### config.mk
export PLATFORM = sky130hd
export DESIGN_NAME = intbus_hub
export DESIGN_NICKNAME = d
export VERILOG_FILES = /design/src/rtl/intbus_hub.sv
export SDC_FILE = /design/constraint.sdc
export NUM_CORES = 1
export LEC_CHECK = 0
export CAP_MARGIN = 15
export CORE_ASPECT_RATIO = 0.8
export CORE_UTILIZATION = 43
export DETAILED_ROUTE_END_ITERATION = 8
export PLACE_DENSITY_LB_ADDON = 0.15
export SYNTH_ARGS = -nofsm -noshare
export SYNTH_HDL_FRONTEND = slang
export SYNTH_SLANG_ARGS = --single-unit
### constraint.sdc
create_clock -name clk -period 6.6 [get_ports clk]
set_input_delay 0.66 -clock clk [delete_from_list [all_inputs] [get_ports clk]]
set_output_delay 0.66 -clock clk [all_outputs]
set_load 0.02 [all_outputs]
### src/rtl/intbus_hub.sv
// ---------------------------------------------------------------------------
// intbus_hub
//
// Connects one internal-bus master (fed by the AXI3 bridge) to N_BUSES slave
// windows. The hub also owns a small header:
//   BASEADDR+0 : ID     {HUB_ID[15:0], N_BUSES[15:0]}, read-only
//   BASEADDR+1 : STATUS {16'b0, err_cnt[15:0]}, any write clears it
// Slave i occupies BASEADDR+HUBSIZE+i*WIN_SIZE .. +WIN_SIZE-1. Every other
// address is unmapped. All slave strobes are registered. At most one read
// is in flight at a time.
//
// Compile-time option:
//   INTBUS_HUB_TIMEOUT_EN - when defined, a slave read that gets no
//   s_rvalid within TIMEOUT cycles completes with ERR_DATA and m_err.
//   When undefined, WAIT_RD is left only on s_rvalid of the selected slave
//   or on rst, and TIMEOUT is ignored.
//
// Ports:
//   clk       in   clock, everything on the rising edge
//   rst       in   synchronous active-high reset
//   m_addr    in   master word address
//   m_wr      in   master write strobe (1-cycle pulse)
//   m_rd      in   master read strobe (1-cycle pulse)
//   m_wdata   in   master write data
//   m_rdata   out  read data, valid with m_rvalid
//   m_rvalid  out  read response pulse
//   m_err     out  error pulse (with m_rvalid, or alone for a dropped strobe)
//   m_busy    out  a read is outstanding; strobes are refused
//   s_addr    out  window-local word offset, shared by all slaves
//   s_wdata   out  shared write data
//   s_wr      out  one-hot slave write strobes
//   s_rd      out  one-hot slave read strobes
//   s_rdata   in   slave read data, slave i at [i*DATA_W +: DATA_W]
//   s_rvalid  in   slave read-valid pulses
// ---------------------------------------------------------------------------
module intbus_hub #(
  parameter int                BASEADDR = 0,
  parameter int                N_BUSES  = 2,
  parameter int                ADDR_W   = 30,
  parameter int                DATA_W   = 32,
  parameter int                HUBSIZE  = 2,
  parameter int                WIN_SIZE = 16,
  parameter int                TIMEOUT  = 255,
  parameter logic [15:0]       HUB_ID   = 16'h1,
  parameter logic [DATA_W-1:0] ERR_DATA = 32'hDEADBEEF
) (
  input  logic                        clk,
  input  logic                        rst,
  input  logic [ADDR_W-1:0]           m_addr,
  input  logic                        m_wr,
  input  logic                        m_rd,
  input  logic [DATA_W-1:0]           m_wdata,
  output logic [DATA_W-1:0]           m_rdata,
  output logic                        m_rvalid,
  output logic                        m_err,
  output logic                        m_busy,
  output logic [$clog2(WIN_SIZE)-1:0] s_addr,
  output logic [DATA_W-1:0]           s_wdata,
  output logic [N_BUSES-1:0]          s_wr,
  output logic [N_BUSES-1:0]          s_rd,
  input  logic [N_BUSES*DATA_W-1:0]   s_rdata,
  input  logic [N_BUSES-1:0]          s_rvalid
);

  localparam int LOC_W = $clog2(WIN_SIZE);
  localparam int SEL_W = (N_BUSES > 1) ? $clog2(N_BUSES) : 1;

  localparam logic [ADDR_W-1:0] BASE_A = ADDR_W'(BASEADDR);
  localparam logic [ADDR_W-1:0] HUB_A  = ADDR_W'(HUBSIZE);
  localparam logic [ADDR_W-1:0] SPAN_A = ADDR_W'(N_BUSES * WIN_SIZE);
  localparam logic [31:0]       ID_WORD = {HUB_ID, 16'(N_BUSES)};

  typedef enum logic [1:0] {
    ST_IDLE,
    ST_WAIT_RD,
    ST_RESP
  } state_t;

  // -------------------------------------------------------------------------
  // Registers
  // -------------------------------------------------------------------------
  state_t             r_state;
  logic [SEL_W-1:0]   r_sel;       // slave owning the outstanding read
  logic               r_local;     // outstanding read is answered by the hub
  logic               r_lerr;      // hub-answered read is an unmapped access
  logic [DATA_W-1:0]  r_rdata;
  logic               r_rvalid;
  logic               r_err;
  logic [15:0]        r_err_cnt;
  logic [N_BUSES-1:0] r_s_wr;
  logic [N_BUSES-1:0] r_s_rd;
  logic [LOC_W-1:0]   r_s_addr;
  logic [DATA_W-1:0]  r_s_wdata;

  // -------------------------------------------------------------------------
  // Next-state / combinational signals
  // -------------------------------------------------------------------------
  state_t             w_state_next;
  logic [SEL_W-1:0]   w_sel_next;
  logic               w_local_next;
  logic               w_lerr_next;
  logic [DATA_W-1:0]  w_rdata_next;
  logic               w_rvalid_next;
  logic               w_err_next;
  logic [15:0]        w_err_cnt_next;
  logic [N_BUSES-1:0] w_s_wr_next;
  logic [N_BUSES-1:0] w_s_rd_next;
  logic [LOC_W-1:0]   w_s_addr_next;
  logic [DATA_W-1:0]  w_s_wdata_next;

  logic               w_stat_clr;
  logic               w_ev_wr;     // rejected write (unmapped or while busy)
  logic               w_ev_rd;     // rejected read strobe
  logic               w_ev_resp;   // read completing with an error
  logic [1:0]         w_ev_cnt;
  logic [15:0]        w_cnt_base;
  logic [16:0]        w_cnt_sum;

  // -------------------------------------------------------------------------
  // Address decode. Offsets are taken relative to BASEADDR; addresses below
  // BASEADDR are excluded explicitly since the subtraction would wrap.
  // -------------------------------------------------------------------------
  logic [ADDR_W-1:0]  w_off;
  logic [ADDR_W-1:0]  w_win_off;
  logic               w_above_base;
  logic               w_is_id;
  logic               w_is_stat;
  logic               w_hit_win;
  logic [SEL_W-1:0]   w_sel;
  logic [LOC_W-1:0]   w_loc;
  logic [N_BUSES-1:0] w_sel_oh;

  assign w_off        = m_addr - BASE_A;
  assign w_win_off    = w_off - HUB_A;
  assign w_above_base = (m_addr >= BASE_A);
  assign w_is_id      = w_above_base && (w_off == ADDR_W'(0));
  assign w_is_stat    = w_above_base && (w_off == ADDR_W'(1));
  assign w_hit_win    = w_above_base && (w_off >= HUB_A) && (w_win_off < SPAN_A);
  assign w_sel        = w_win_off[LOC_W +: SEL_W];
  assign w_loc        = w_win_off[LOC_W-1:0];

  // One-hot select and per-slave read-data unpacking
  logic [DATA_W-1:0] w_s_rdata_arr [N_BUSES];

  generate
    for (genvar gi = 0; gi < N_BUSES; gi++) begin : g_slave
      assign w_sel_oh[gi]      = (w_sel == SEL_W'(gi));
      assign w_s_rdata_arr[gi] = s_rdata[gi*DATA_W +: DATA_W];
    end
  endgenerate

`ifdef INTBUS_HUB_TIMEOUT_EN
  localparam logic [15:0] TMO_A = 16'(TIMEOUT);
  logic [15:0] r_tmo;
  logic [15:0] w_tmo_next;
`else
  logic w_unused_tmo;
  assign w_unused_tmo = ^(16'(TIMEOUT));
`endif

  // -------------------------------------------------------------------------
  // Next-state and output logic
  // -------------------------------------------------------------------------
  always_comb begin
    w_state_next   = r_state;
    w_sel_next     = r_sel;
    w_local_next   = r_local;
    w_lerr_next    = r_lerr;
    w_rdata_next   = r_rdata;
    w_rvalid_next  = 1'b0;
    w_s_wr_next    = '0;
    w_s_rd_next    = '0;
    w_s_addr_next  = r_s_addr;
    w_s_wdata_next = r_s_wdata;
    w_stat_clr     = 1'b0;
    w_ev_wr        = 1'b0;
    w_ev_rd        = 1'b0;
    w_ev_resp      = 1'b0;
`ifdef INTBUS_HUB_TIMEOUT_EN
    w_tmo_next     = r_tmo;
`endif

    case (r_state)
      ST_IDLE: begin
`ifdef INTBUS_HUB_TIMEOUT_EN
        w_tmo_next = '0;
`endif
        if (m_wr) begin
          if (w_hit_win) begin
            w_s_wr_next    = w_sel_oh;
            w_s_addr_next  = w_loc;
            w_s_wdata_next = m_wdata;
          end else if (w_is_stat) begin
            w_stat_clr = 1'b1;
          end else if (!w_is_id) begin
            // ID word is read-only: writes to it are silently ignored
            w_ev_wr = 1'b1;
          end
        end

        if (m_rd) begin
          if (m_wr) begin
            // Simultaneous strobes: the write wins, the read is rejected
            w_ev_rd = 1'b1;
          end else begin
            w_state_next = ST_WAIT_RD;
            if (w_hit_win) begin
              w_sel_next    = w_sel;
              w_s_rd_next   = w_sel_oh;
              w_s_addr_next = w_loc;
              w_local_next  = 1'b0;
              w_lerr_next   = 1'b0;
            end else begin
              // Hub-answered reads pass through WAIT_RD for one cycle so
              // they share the minimum two-cycle latency of slave reads.
              w_local_next = 1'b1;
              w_lerr_next  = !(w_is_id || w_is_stat);
              if (w_is_id)
                w_rdata_next = DATA_W'(ID_WORD);
              else if (w_is_stat)
                w_rdata_next = DATA_W'({16'h0000, r_err_cnt});
              else
                w_rdata_next = ERR_DATA;
            end
          end
        end
      end

      ST_WAIT_RD: begin
        w_ev_wr = m_wr;
        w_ev_rd = m_rd;
        if (r_local) begin
          w_state_next  = ST_RESP;
          w_rvalid_next = 1'b1;
          w_ev_resp     = r_lerr;
        end else if (s_rvalid[r_sel]) begin
          w_state_next  = ST_RESP;
          w_rvalid_next = 1'b1;
          w_rdata_next  = w_s_rdata_arr[r_sel];
        end
`ifdef INTBUS_HUB_TIMEOUT_EN
        // Counter reads c-1 in the c-th WAIT_RD cycle, so the timeout fires
        // after TIMEOUT full cycles of silence.
        else if (r_tmo == TMO_A) begin
          w_state_next  = ST_RESP;
          w_rvalid_next = 1'b1;
          w_rdata_next  = ERR_DATA;
          w_ev_resp     = 1'b1;
        end else begin
          w_tmo_next = r_tmo + 16'd1;
        end
`endif
      end

      ST_RESP: begin
        w_ev_wr      = m_wr;
        w_ev_rd      = m_rd;
        w_state_next = ST_IDLE;
      end

      default: begin
        w_state_next = ST_IDLE;
      end
    endcase

    // Several error events can merge into one m_err pulse; the counter
    // still accounts for each of them.
    w_err_next = w_ev_wr | w_ev_rd | w_ev_resp;
    w_ev_cnt   = 2'(w_ev_wr) + 2'(w_ev_rd) + 2'(w_ev_resp);

    // A status clear in the same cycle as new errors keeps the new errors.
    w_cnt_base     = w_stat_clr ? 16'h0000 : r_err_cnt;
    w_cnt_sum      = {1'b0, w_cnt_base} + 17'(w_ev_cnt);
    w_err_cnt_next = w_cnt_sum[16] ? 16'hFFFF : w_cnt_sum[15:0];
  end

  // -------------------------------------------------------------------------
  // State register
  // -------------------------------------------------------------------------
  always_ff @(posedge clk) begin
    if (rst) begin
      r_state   <= ST_IDLE;
      r_sel     <= '0;
      r_local   <= 1'b0;
      r_lerr    <= 1'b0;
      r_rdata   <= '0;
      r_rvalid  <= 1'b0;
      r_err     <= 1'b0;
      r_err_cnt <= '0;
      r_s_wr    <= '0;
      r_s_rd    <= '0;
      r_s_addr  <= '0;
      r_s_wdata <= '0;
`ifdef INTBUS_HUB_TIMEOUT_EN
      r_tmo     <= '0;
`endif
    end else begin
      r_state   <= w_state_next;
      r_sel     <= w_sel_next;
      r_local   <= w_local_next;
      r_lerr    <= w_lerr_next;
      r_rdata   <= w_rdata_next;
      r_rvalid  <= w_rvalid_next;
      r_err     <= w_err_next;
      r_err_cnt <= w_err_cnt_next;
      r_s_wr    <= w_s_wr_next;
      r_s_rd    <= w_s_rd_next;
      r_s_addr  <= w_s_addr_next;
      r_s_wdata <= w_s_wdata_next;
`ifdef INTBUS_HUB_TIMEOUT_EN
      r_tmo     <= w_tmo_next;
`endif
    end
  end

  // -------------------------------------------------------------------------
  // Outputs
  // -------------------------------------------------------------------------
  assign m_rdata  = r_rdata;
  assign m_rvalid = r_rvalid;
  assign m_err    = r_err;
  assign m_busy   = (r_state != ST_IDLE);
  assign s_addr   = r_s_addr;
  assign s_wdata  = r_s_wdata;
  assign s_wr     = r_s_wr;
  assign s_rd     = r_s_rd;

endmodule

==> results of run 1 <==
[flip-flops by register name, indices dropped and copies added (netlist names)]
signal,flops
m_rdata,32
s_wdata,32
r_err_cnt,16
s_addr,4
r_state,2
s_rd,2
s_wr,2
m_err,1
m_rvalid,1
r_lerr,1
r_local,1
r_sel,1
[per-stage QoR]
step	std cells	area, um2	worst slack (ps)	utilization [%]	hold WS (ps)
floorplan	532	4850	1240	-	437
global placement	856	6990	655	64.0	437
detailed placement	856	6990	470	64.0	439
CTS	871	7310	808	66.9	450
global route	871	7310	348	66.9	467
finish	871	7310	797	66.9	452
[metal layers]
layer	vias to the layer above	global-route usage, %	routed length, um
met5	-	0	0
met1	2223	32.2	6280
li1	2299	-	-
met2	163	42.8	7120
met4	0	8.45	259
met3	24	5.90	935
[how the worst min path moves through the flow]
stage / slack (ps) / from / endpoint
floorplan: 440 / r_lerr$_SDFFE_PP0P_ / r_lerr$_SDFFE_PP0P_
global placement: 440 / s_addr[2]$_SDFFE_PP0P_ / s_addr[2]$_SDFFE_PP0P_
detailed placement: 440 / s_addr[2]$_SDFFE_PP0P_ / s_addr[2]$_SDFFE_PP0P_
CTS: 450 / s_addr[2]$_SDFFE_PP0P_ / s_addr[2]$_SDFFE_PP0P_
global route: 470 / s_addr[0]$_SDFFE_PP0P_ / s_addr[0]$_SDFFE_PP0P_
finish: 450 / s_addr[2]$_SDFFE_PP0P_ / s_addr[2]$_SDFFE_PP0P_
[where the power goes]
group	internal, mW	switching, mW	total (mW)
combinational	0.304	0.343	0.647
sequential	0.646	0.0407	0.687
clock	0.341	0.214	0.555
total	1.29	0.598	1.89
[worst register-to-register path, cell delays in order, from the launching register on]
cell and delay [ps]:
dfxtp_1 320, inv_1 100, ha_1 340, a21oi_1 110, or3b_2 470, inv_1 90
fa_1 410, ha_1 230, fa_1 390, and3_1 220, and3_1 250, and3_1 240
nand4_1 410, a21oi_1 150
[cells in the mapped netlist (3+ instances only)]
cell type / count / share of area (%)
nor3b_1: 3 / 0.46
nand2_1: 47 / 3.6
nand2b_1: 3 / 0.39
mux2i_1: 42 / 8.7
nand4_1: 7 / 0.90
a21oi_1: 25 / 2.6
or4_1: 6 / 0.93
and4_1: 3 / 0.54
a22oi_1: 15 / 2.3
nor2_1: 48 / 3.7
clkbuf_1: 26 / 2.0
mux2_2: 33 / 7.7
and3_1: 6 / 0.77
xor2_1: 8 / 1.4
nor3_1: 5 / 0.52
o21ai_0: 3 / 0.31
buf_6: 3 / 0.70
or3_1: 4 / 0.52
ha_1: 7 / 1.8
a221oi_1: 22 / 4.0
dfxtp_1: 95 / 39
nor4_1: 7 / 0.90
o21ai_1: 4 / 0.41
and2_1: 3 / 0.39
nor2b_1: 9 / 1.2
nand3_1: 10 / 1.0
xnor2_1: 6 / 1.1
o21a_1: 3 / 0.46
inv_1: 35 / 2.7
[area by class of cell]
type	count	area, um2
clock buffers	10	239
clock inverters	5	81.3
fillers	885	3620
inverters	35	131
multi-input cells	369	2670
flip-flops and latches	95	1900
well taps	144	180
repair buffers	213	2110
[cells by family after synthesis]
group           after synthesis  share of synthesized area (%)
fa+ha+maj                     9                           2.63
xor+xnor                     14                           2.53
mux                          76                           16.6
buf+inv                      68                           5.78
compound gates               95                           14.7
simple gates                175                           18.5
flops                        95                           39.2
==> summary.md, run 1 <==
| Metric | Value |
|---|---|
| Slew Viols, Final | 0 |
| Largest net degree at the start of global routing | 86 |
| Die width | 121 um |
| Chip height | 97.0 um |
| RR Startpoint | r_state[1]$_SDFFE_PP0P_ |
| RSZ-0062 raised after global routing | false |
| Largest buffer count on any clock path | 2 |
| Worst-path maximum fanout | 14 |
| Rows | 34 |
| Most frequent cells in the layout | 205 x clkdlybuf4s50_1, 94 x dfxtp_1, 48 x nor2_1, 47 x nand2_1, 42 x mux2i_1 |
| Worst-path clk slew | 70 ps |
| Yosys Warn Count | 0 |
| Crit Path Class | input port to register |
| Routed len/inst | 16.8 um |
| # resized after CTS | 0 |
| Critical path's most frequent cell | and3_1 |
| #FFs+latches synth | 95 |
| Vias per Instance | 5.41 |
| Worst path top cell family by delay | simple AND/OR/NAND/NOR gates |
| Commonest non-fill, non-tap cell in the layout | clkdlybuf4s50_1 |
| Max_cap viols | 0 |
| CTS tree | yes |
| Final Hold Fails | 0 |
| Layout area overhead | 50.9% |
| Min Clock Period, post-route | 5800 ps |
| Post-Syn Area | 4850 um2 |
| R2r endpoint | r_err_cnt[13]$_SDFF_PP0_ |
| H-tree depth | 3 |
| Critical-path cell list | clkdlybuf4s50_1, inv_1, ha_1, or3b_2, nor3b_1, o311ai_1, or4b_4, a211oi_2, nor3_1, o21a_1, fa_1, ha_1, fa_1, and3_1, and3_1, and3_1, nand4_1, a21oi_1 |
| DRC viols | 0 |
| Layout cells sized above 1 | 9.22% |
| Syn Area/Cell | 9.11 um2 |
| CP peak stage delay | 590 ps |
| Initial antenna violation count | 0 |
| Setup Skew | 6.50 ps |
| Number of enable flip-flop cells after synthesis | 0 |
| Postcts setup bufs | 0 |
| Crit path from | m_addr[1] |
| CTS Buf Count | 9 |
| Worst setup path endpoint | r_err_cnt[13]$_SDFF_PP0_ |
| Die Area | 11,700 um2 |
| Sink Count | 95 |
| CTS root buf | clkbuf_16 |
| DR pass1 iterations | 5 |
| Hold crit path type | register to register |
| # setup viols final | 0 |
| PortBufs | 206 |
| Critical path data arrival time | 6060 ps |
| Core area | 10,900 um2 |
| DR vias | 4,709 |
| Layout Nets | 864 |
| Worst path slowest cell | or4b_4 |
| Crit start category | input port |
| Worst Path Required | 6850 ps |
| Slew @ Worst Pin | 936 ps |
| Hold path depth | 2 |
| Maximum vdd drop | 0.176 mV |
| Worst skew pair latency | 340 ps |
| Synth unique cells | 63 |
| Max-slew headroom | 37.6% |
| Status | finished clean |
| Peak Freq | 0.172 GHz |
| ANT nets after route | 0 |
| Top_reg_cell synth | dfxtp_1 |
| DP HPWL | 10.8 mm |
| Top-Level Pins | 207 |
| Placer Congestion | 0.902 |
| Total Neg Setup Slack | 0 ps |
| PnR Total Power | 1.89 mW |
| Mapped Nets | 673 |
| DRT Wirelength | 14.6 mm |
| Vias in the first global route | 4,574 |
| Register-to-Register Path Depth | 13 |
| CP Capture Type | register |
| Final period utilization | 87.9% |
| FF-to-FF setup slack | 2690 ps |
| Async SR Flop Fraction | 0% |
| WP buf/inv | 2 |
| GRT Util Overall | 25.6% |
| DRT iter0 DRCs | 250 |
| First-pass GRT wire length | 23.4 mm |
| Hold Buf Count CTS | 0 |
| Register area share after synthesis | 39.2% |
| Leakage | 2.63 nW |
| Inserted Diodes | 0 |
| Initial Utilization | 44.3% |
| Mapped Cells | 532 |
| Aggregate global routing overflow | 0 |
| CP Depth | 18 |
| PD cells | 258 nW/um2 |
Note: power is estimated with default switching activity, not from simulation.
==> run 2, diff against run 1 <==
CORE_ASPECT_RATIO = not set   (was 0.8)
TNS_END_PERCENT = 1   (was not set)
==> summary.md, run 2 (synthesis gave the netlist of run 1 again) <==
| Metric | Value |
|---|---|
| Final period utilization | 89.7% (+1.8 points) |
| Placer Congestion | 0.894 (-0.90%) |
| Layout Nets | 865 (+0.12%) |
| Maximum vdd drop | 0.129 mV (-27%) |
| Vias per Instance | 5.35 (-0.96%) |
| Slew Viols, Final | 0 (unchanged) |
| CTS tree | yes |
| # resized after CTS | 0 (unchanged) |
| Max-slew headroom | 40.2% (+2.6 points) |
| Top-Level Pins | 207 (unchanged) |
| Postcts setup bufs | 0 (unchanged) |
| Final Hold Fails | 0 (unchanged) |
| Die Area | 11,700 um2 (about the same) |
| Setup Skew | 9.28 ps (+2.78 ps) |
| Initial Utilization | 44.5% (+0.18 points) |
| Worst-path clk slew | 100 ps (+30 ps) |
| DRC viols | 0 (unchanged) |
| Layout cells sized above 1 | 9.33% (+0.11 points) |
| Min Clock Period, post-route | 5920 ps (+117 ps) |
| Rows | 38 (+12%) |
| Crit start category | input port |
| Crit Path Class | input port to register |
| First-pass GRT wire length | 20.9 mm (-10%) |
| Aggregate global routing overflow | 0 (unchanged) |
| DRT Wirelength | 13.4 mm (-8.1%) |
| Largest net degree at the start of global routing | 86 (unchanged) |
| Fin area | 7190 um2 (-1.7%) |
| Die width | 108 um (-10%) |
| Max_cap viols | 0 (unchanged) |
| PD cells | 234 nW/um2 (-9.3%) |
| Largest buffer count on any clock path | 2 (unchanged) |
| CTS root buf | clkbuf_8 |
| Fillers | 896 (+1.2%) |
| ANT nets after route | 0 (unchanged) |
| PortBufs | 206 (unchanged) |
| Hold Buf Count CTS | 0 (unchanged) |
| Worst-path maximum fanout | 14 (unchanged) |
| Dpl cell area | 6990 um2 (about the same) |
| Most frequent cells in the layout | 205 x clkdlybuf4s50_1, 95 x dfxtp_1, 48 x nor2_1, 47 x nand2_1, 42 x mux2i_1 |
| Worst Path Required | 6880 ps (+30 ps) |
| Sink Count | 95 (unchanged) |
| Leakage | 2.58 nW (-1.9%) |
| Initial antenna violation count | 0 (unchanged) |
| Total Neg Setup Slack | 0 ps (unchanged) |
| Inserted Diodes | 0 (unchanged) |
| Vias in the first global route | 4,471 (-2.3%) |
| DR vias | 4,653 (-1.2%) |
| CP Capture Type | register |
| RSZ-0062 raised after global routing | false |
| DRT iter0 DRCs | 308 (+23%) |
| Peak Freq | 0.169 GHz (-2.0%) |
| WHS | 454 ps (+1.63 ps) |
| H-tree depth | 3 (unchanged) |
| GRT Util Overall | 22.7% (-2.9 points) |
| CTS Buf Count | 9 (unchanged) |
| # setup viols final | 0 (unchanged) |
| Layout area overhead | 48.4% |
| Hold crit path type | register to register |
| Worst skew pair latency | 350 ps (about the same) |
| Status | finished clean |
| Chip height | 108 um (+12%) |
| Slew @ Worst Pin | 895 ps (-40.2 ps) |
| DR pass1 iterations | 5 (unchanged) |
| DP HPWL | 10.0 mm (-7.4%) |
| Core area | 10,900 um2 (-0.41%) |
| Critical path data arrival time | 6200 ps (+140 ps) |
| Commonest non-fill, non-tap cell in the layout | clkdlybuf4s50_1 |
| Routed len/inst | 15.4 um (-7.9%) |
==> run 2: changes by cell type in the layout (fill, tap and decap cells not counted) <==
cell	previous run	this run
buf_8	0	1
bufinv_16	2	0
clkbuf_16	9	0
inv_6	1	3
clkbuf_8	1	11
dfxtp_2	1	0
dfxtp_1	94	95
==> run 2: through the flow <==
step	util (%)	worst slack, ps	std cells	total power, mW
global placement	64.2	522	852	1.32
floorplan	-	1240	532	1.05
finish	66.1	680	869	1.68
CTS	65.9	686	868	1.70
global route	66.1	284	869	1.79
detailed placement	64.2	334	852	1.33
==> run 2: worst paths after layout <==
path / from / end / slack, ps / cells past startpoint
max: m_addr[1] / r_err_cnt[13]$_SDFF_PP0_ / 680 / 18
min: s_addr[1]$_SDFFE_PP0P_ / s_addr[1]$_SDFFE_PP0P_ / 450 / 2
max reg2reg: r_state[1]$_SDFFE_PP0P_ / r_err_cnt[13]$_SDFF_PP0_ / 2710 / 13
min reg2reg: s_addr[1]$_SDFFE_PP0P_ / s_addr[1]$_SDFFE_PP0P_ / 450 / 2
==> run 2: layout make-up <==
class | instances | area [um2] | share of cell area, %
clock buffers | 11 | 151 | 2.11
clock inverters | 5 | 38.8 | 0.539
inverters | 35 | 131 | 1.83
multi-input cells | 369 | 2670 | 37.1
flip-flops and latches | 95 | 1900 | 26.4
well taps | 140 | 175 | 2.44
repair buffers | 214 | 2120 | 29.5
==> run 2: critical path, cell delays in order <==
cell	delay, ps
clkdlybuf4s50_1	490
inv_1	110
ha_1	260
or3b_2	500
nor3b_1	270
o311ai_1	140
or4b_4	570
a211oi_2	430
nor3_1	110
o21a_1	210
fa_1	540
ha_1	180
fa_1	220
and3_1	200
and3_1	290
and3_1	240
nand4_1	470
a21oi_1	310
==> run 2: power by group <==
part | internal (mW) | total (mW) | switching, mW
clock | 0.161 | 0.361 | 0.200
sequential | 0.646 | 0.687 | 0.0414
combinational | 0.307 | 0.636 | 0.329
total | 1.11 | 1.68 | 0.571
==> run 2: layer usage <==
layer,vias up,routed length (um),track usage [%]
met5,-,0,0
met4,0,315,10.1
met3,21,1370,6.75
met2,218,6040,36.2
met1,2120,5680,28.1
li1,2294,-,-
==> run 3, diff against run 2 <==
CORE_UTILIZATION = 39   (was 43)
clock period = 5.05 ns   (was 6.6 ns; I/O delays follow)
==> summary.md, run 3 (synthesis gave the netlist of run 1 again) <==
| Metric | Value |
|---|---|
| Switching pwr | 779 uW (+36%) |
| Leakage | 2.85 nW (+10%) |
| Routed len/inst | 15.2 um (-1.8%) |
| Comb pwr share | 35.2% (-2.6 points) |
| Largest net degree at the start of global routing | 85 (-1.2%) |
| CTS tree | yes |
| Total Neg Setup Slack | 0 ps (unchanged) |
| PnR Total Power | 2.45 mW (+45%) |
| Max_cap viols | 0 (unchanged) |
| Vias per Instance | 5.06 (-5.4%) |
| Layout area overhead | 59.5% |
| Clk network pwr share | 28.1% (+6.7 points) |
| Hold crit path type | register to register |
| Multi-input logic area | 2760 um2 (+3.3%) |
| Placed Cells incl. Taps | 920 (+8.0%) |
| Final period utilization | 96.6% |
| Final setup margin | 171 ps (-509 ps) |
| Initial antenna violation count | 0 (unchanged) |
| Hold Buf Count CTS | 0 (unchanged) |
| Placer Congestion | 0.867 (-3.0%) |
| Register-to-Register Path Depth | 14 (+1) |
| Rows | 40 (+5.3%) |
| GRT Util Overall | 22.2% (-0.47 points) |
| Critical path data arrival time | 5060 ps (-1140 ps) |
| Final Hold Fails | 0 (unchanged) |
| Status | finished clean |
| PD cells | 317 nW/um2 (+35%) |
| Aggregate global routing overflow | 0 (unchanged) |
| Internal power | 1.67 mW (+50%) |
| Crit start category | input port |
| Layout Nets | 905 (+4.6%) |
| Worst skew pair latency | 340 ps (about the same) |
| DRT iter0 DRCs | 227 (-26%) |
| Max-slew headroom | 34.6% (-5.6 points) |
| Fin cells | 937 (+7.8%) |
| Min Clock Period, post-route | 4880 ps |
| Register cell area after layout | 1900 um2 (unchanged) |
| Initial Utilization | 40.2% (-4.3 points) |
| Fin area | 7730 um2 (+7.5%) |
| Chip height | 113 um (+4.9%) |
| DRC viols | 0 (unchanged) |
| Fillers | 1,002 (+12%) |
| Crit Path Class | input port to register |
| CTS Buf Count | 9 (unchanged) |
| Die Area | 12,900 um2 (+10%) |
| Worst-path maximum fanout | 8 (-6) |
| DR pass1 iterations | 6 (+1) |
| Die width | 113 um (+4.9%) |
| Inserted Diodes | 0 (unchanged) |
| Flop pwr share | 36.7% (-4.1 points) |
| ANT nets after route | 0 (unchanged) |
| Most frequent cells in the layout | 205 x clkdlybuf4s50_1, 95 x dfxtp_1, 48 x nor2_1, 47 x nand2_1, 46 x buf_4 |
| Top-Level Pins | 207 (unchanged) |
| Peak Freq | 0.205 GHz |
| Setup Skew | 5.62 ps (-3.66 ps) |
| Slew Viols, Final | 0 (unchanged) |
| WHS | 456 ps (+1.61 ps) |
| DR vias | 4,745 (+2.0%) |
| # setup viols final | 0 (unchanged) |
| Commonest non-fill, non-tap cell in the layout | clkdlybuf4s50_1 |
| DP HPWL | 10.4 mm (+4.3%) |
| Vias in the first global route | 4,775 (+6.8%) |
| H-tree depth | 3 (unchanged) |
| Dpl cell area | 7330 um2 (+5.0%) |
| Final core occ | 64.1% (-2.0 points) |
| Worst Path Required | 5230 ps (-1650 ps) |
| CP Capture Type | register |
| Sink Count | 95 (unchanged) |
| Worst-path clk slew | 60 ps (-40 ps) |
| CTS root buf | clkbuf_16 |
| DRT Wirelength | 14.2 mm (+5.8%) |
| Slew @ Worst Pin | 979 ps (+83.8 ps) |
| Maximum vdd drop | 0.179 mV (+39%) |
| Pre-CTS setup slack | -374 ps (-709 ps) |
| Sw Ratio | 31.8% (-2.1 points) |
| Largest buffer count on any clock path | 2 (unchanged) |
| First-pass GRT wire length | 22.8 mm (+8.7%) |
| Layout cells sized above 1 | 15.3% (+6.0 points) |
| Core area | 12,100 um2 (+11%) |
| PortBufs | 206 (unchanged) |
| Hold path depth | 2 (unchanged) |
-- run 3: per-layer routing --
metal	vias up	GRT usage [%]	part of all wire, %
met5	-	0	0
li1	2369	-	-
met3	17	5.63	7.5
met2	177	37.6	47
met4	0	9.39	1.6
met1	2182	26.7	44
-- run 3: what timing repair did --
| item | 4_1_cts | 5_1_grt |
|---|---|---|
| resized for setup | 2 | 16 |
| pin swaps | 0 | 3 |
| buffers inserted | 0 | 1 |
| endpoints found under the setup margin | 15 | 16 |
-- run 3: path summary, 6_finish.rpt --
path              slack [ps]                 endpoint               startpoint
setup / recovery         170  r_err_cnt[7]$_SDFF_PP0_                m_addr[1]
hold / removal           460   s_addr[1]$_SDFFE_PP0P_   s_addr[1]$_SDFFE_PP0P_
setup reg to reg        1530  r_err_cnt[7]$_SDFF_PP0_  r_state[1]$_SDFFE_PP0P_
hold reg to reg          460   s_addr[1]$_SDFFE_PP0P_   s_addr[1]$_SDFFE_PP0P_
-- run 3: area by class of cell --
type,instances,area share (%)
inverters,35,1.70
repair buffers,254,31.4
flip-flops and latches,95,24.6
well taps,168,2.72
multi-input cells,369,35.7
clock buffers,14,3.42
clock inverters,2,0.502
-- run 3: power by group through the flow --
stage          Sequential, mW  Combinational [mW]  Clock, mW
5_1_grt                 0.911               0.930      0.739
3_5_place_dp            0.918               0.849          0
4_1_cts                 0.902               0.853      0.709
2_1_floorplan           0.999               0.370          0
3_3_place_gp            0.914               0.833          0
6_report                0.900               0.863      0.687
-- run 3: worst max-delay path, stage by stage --
cell             delay [ps]
clkdlybuf4s50_1         460
inv_2                    80
ha_2                    190
or3b_4                  410
or4_4                   500
a21oi_2                 170
o211ai_1                160
a211oi_4                270
nor3_1                   90
o21a_1                  190
fa_1                    490
ha_2                    210
fa_2                    350
and3_1                  200
and3_1                  210
and3_1                  200
nand4_1                 140
buf_6                   150
a21oi_1                  60
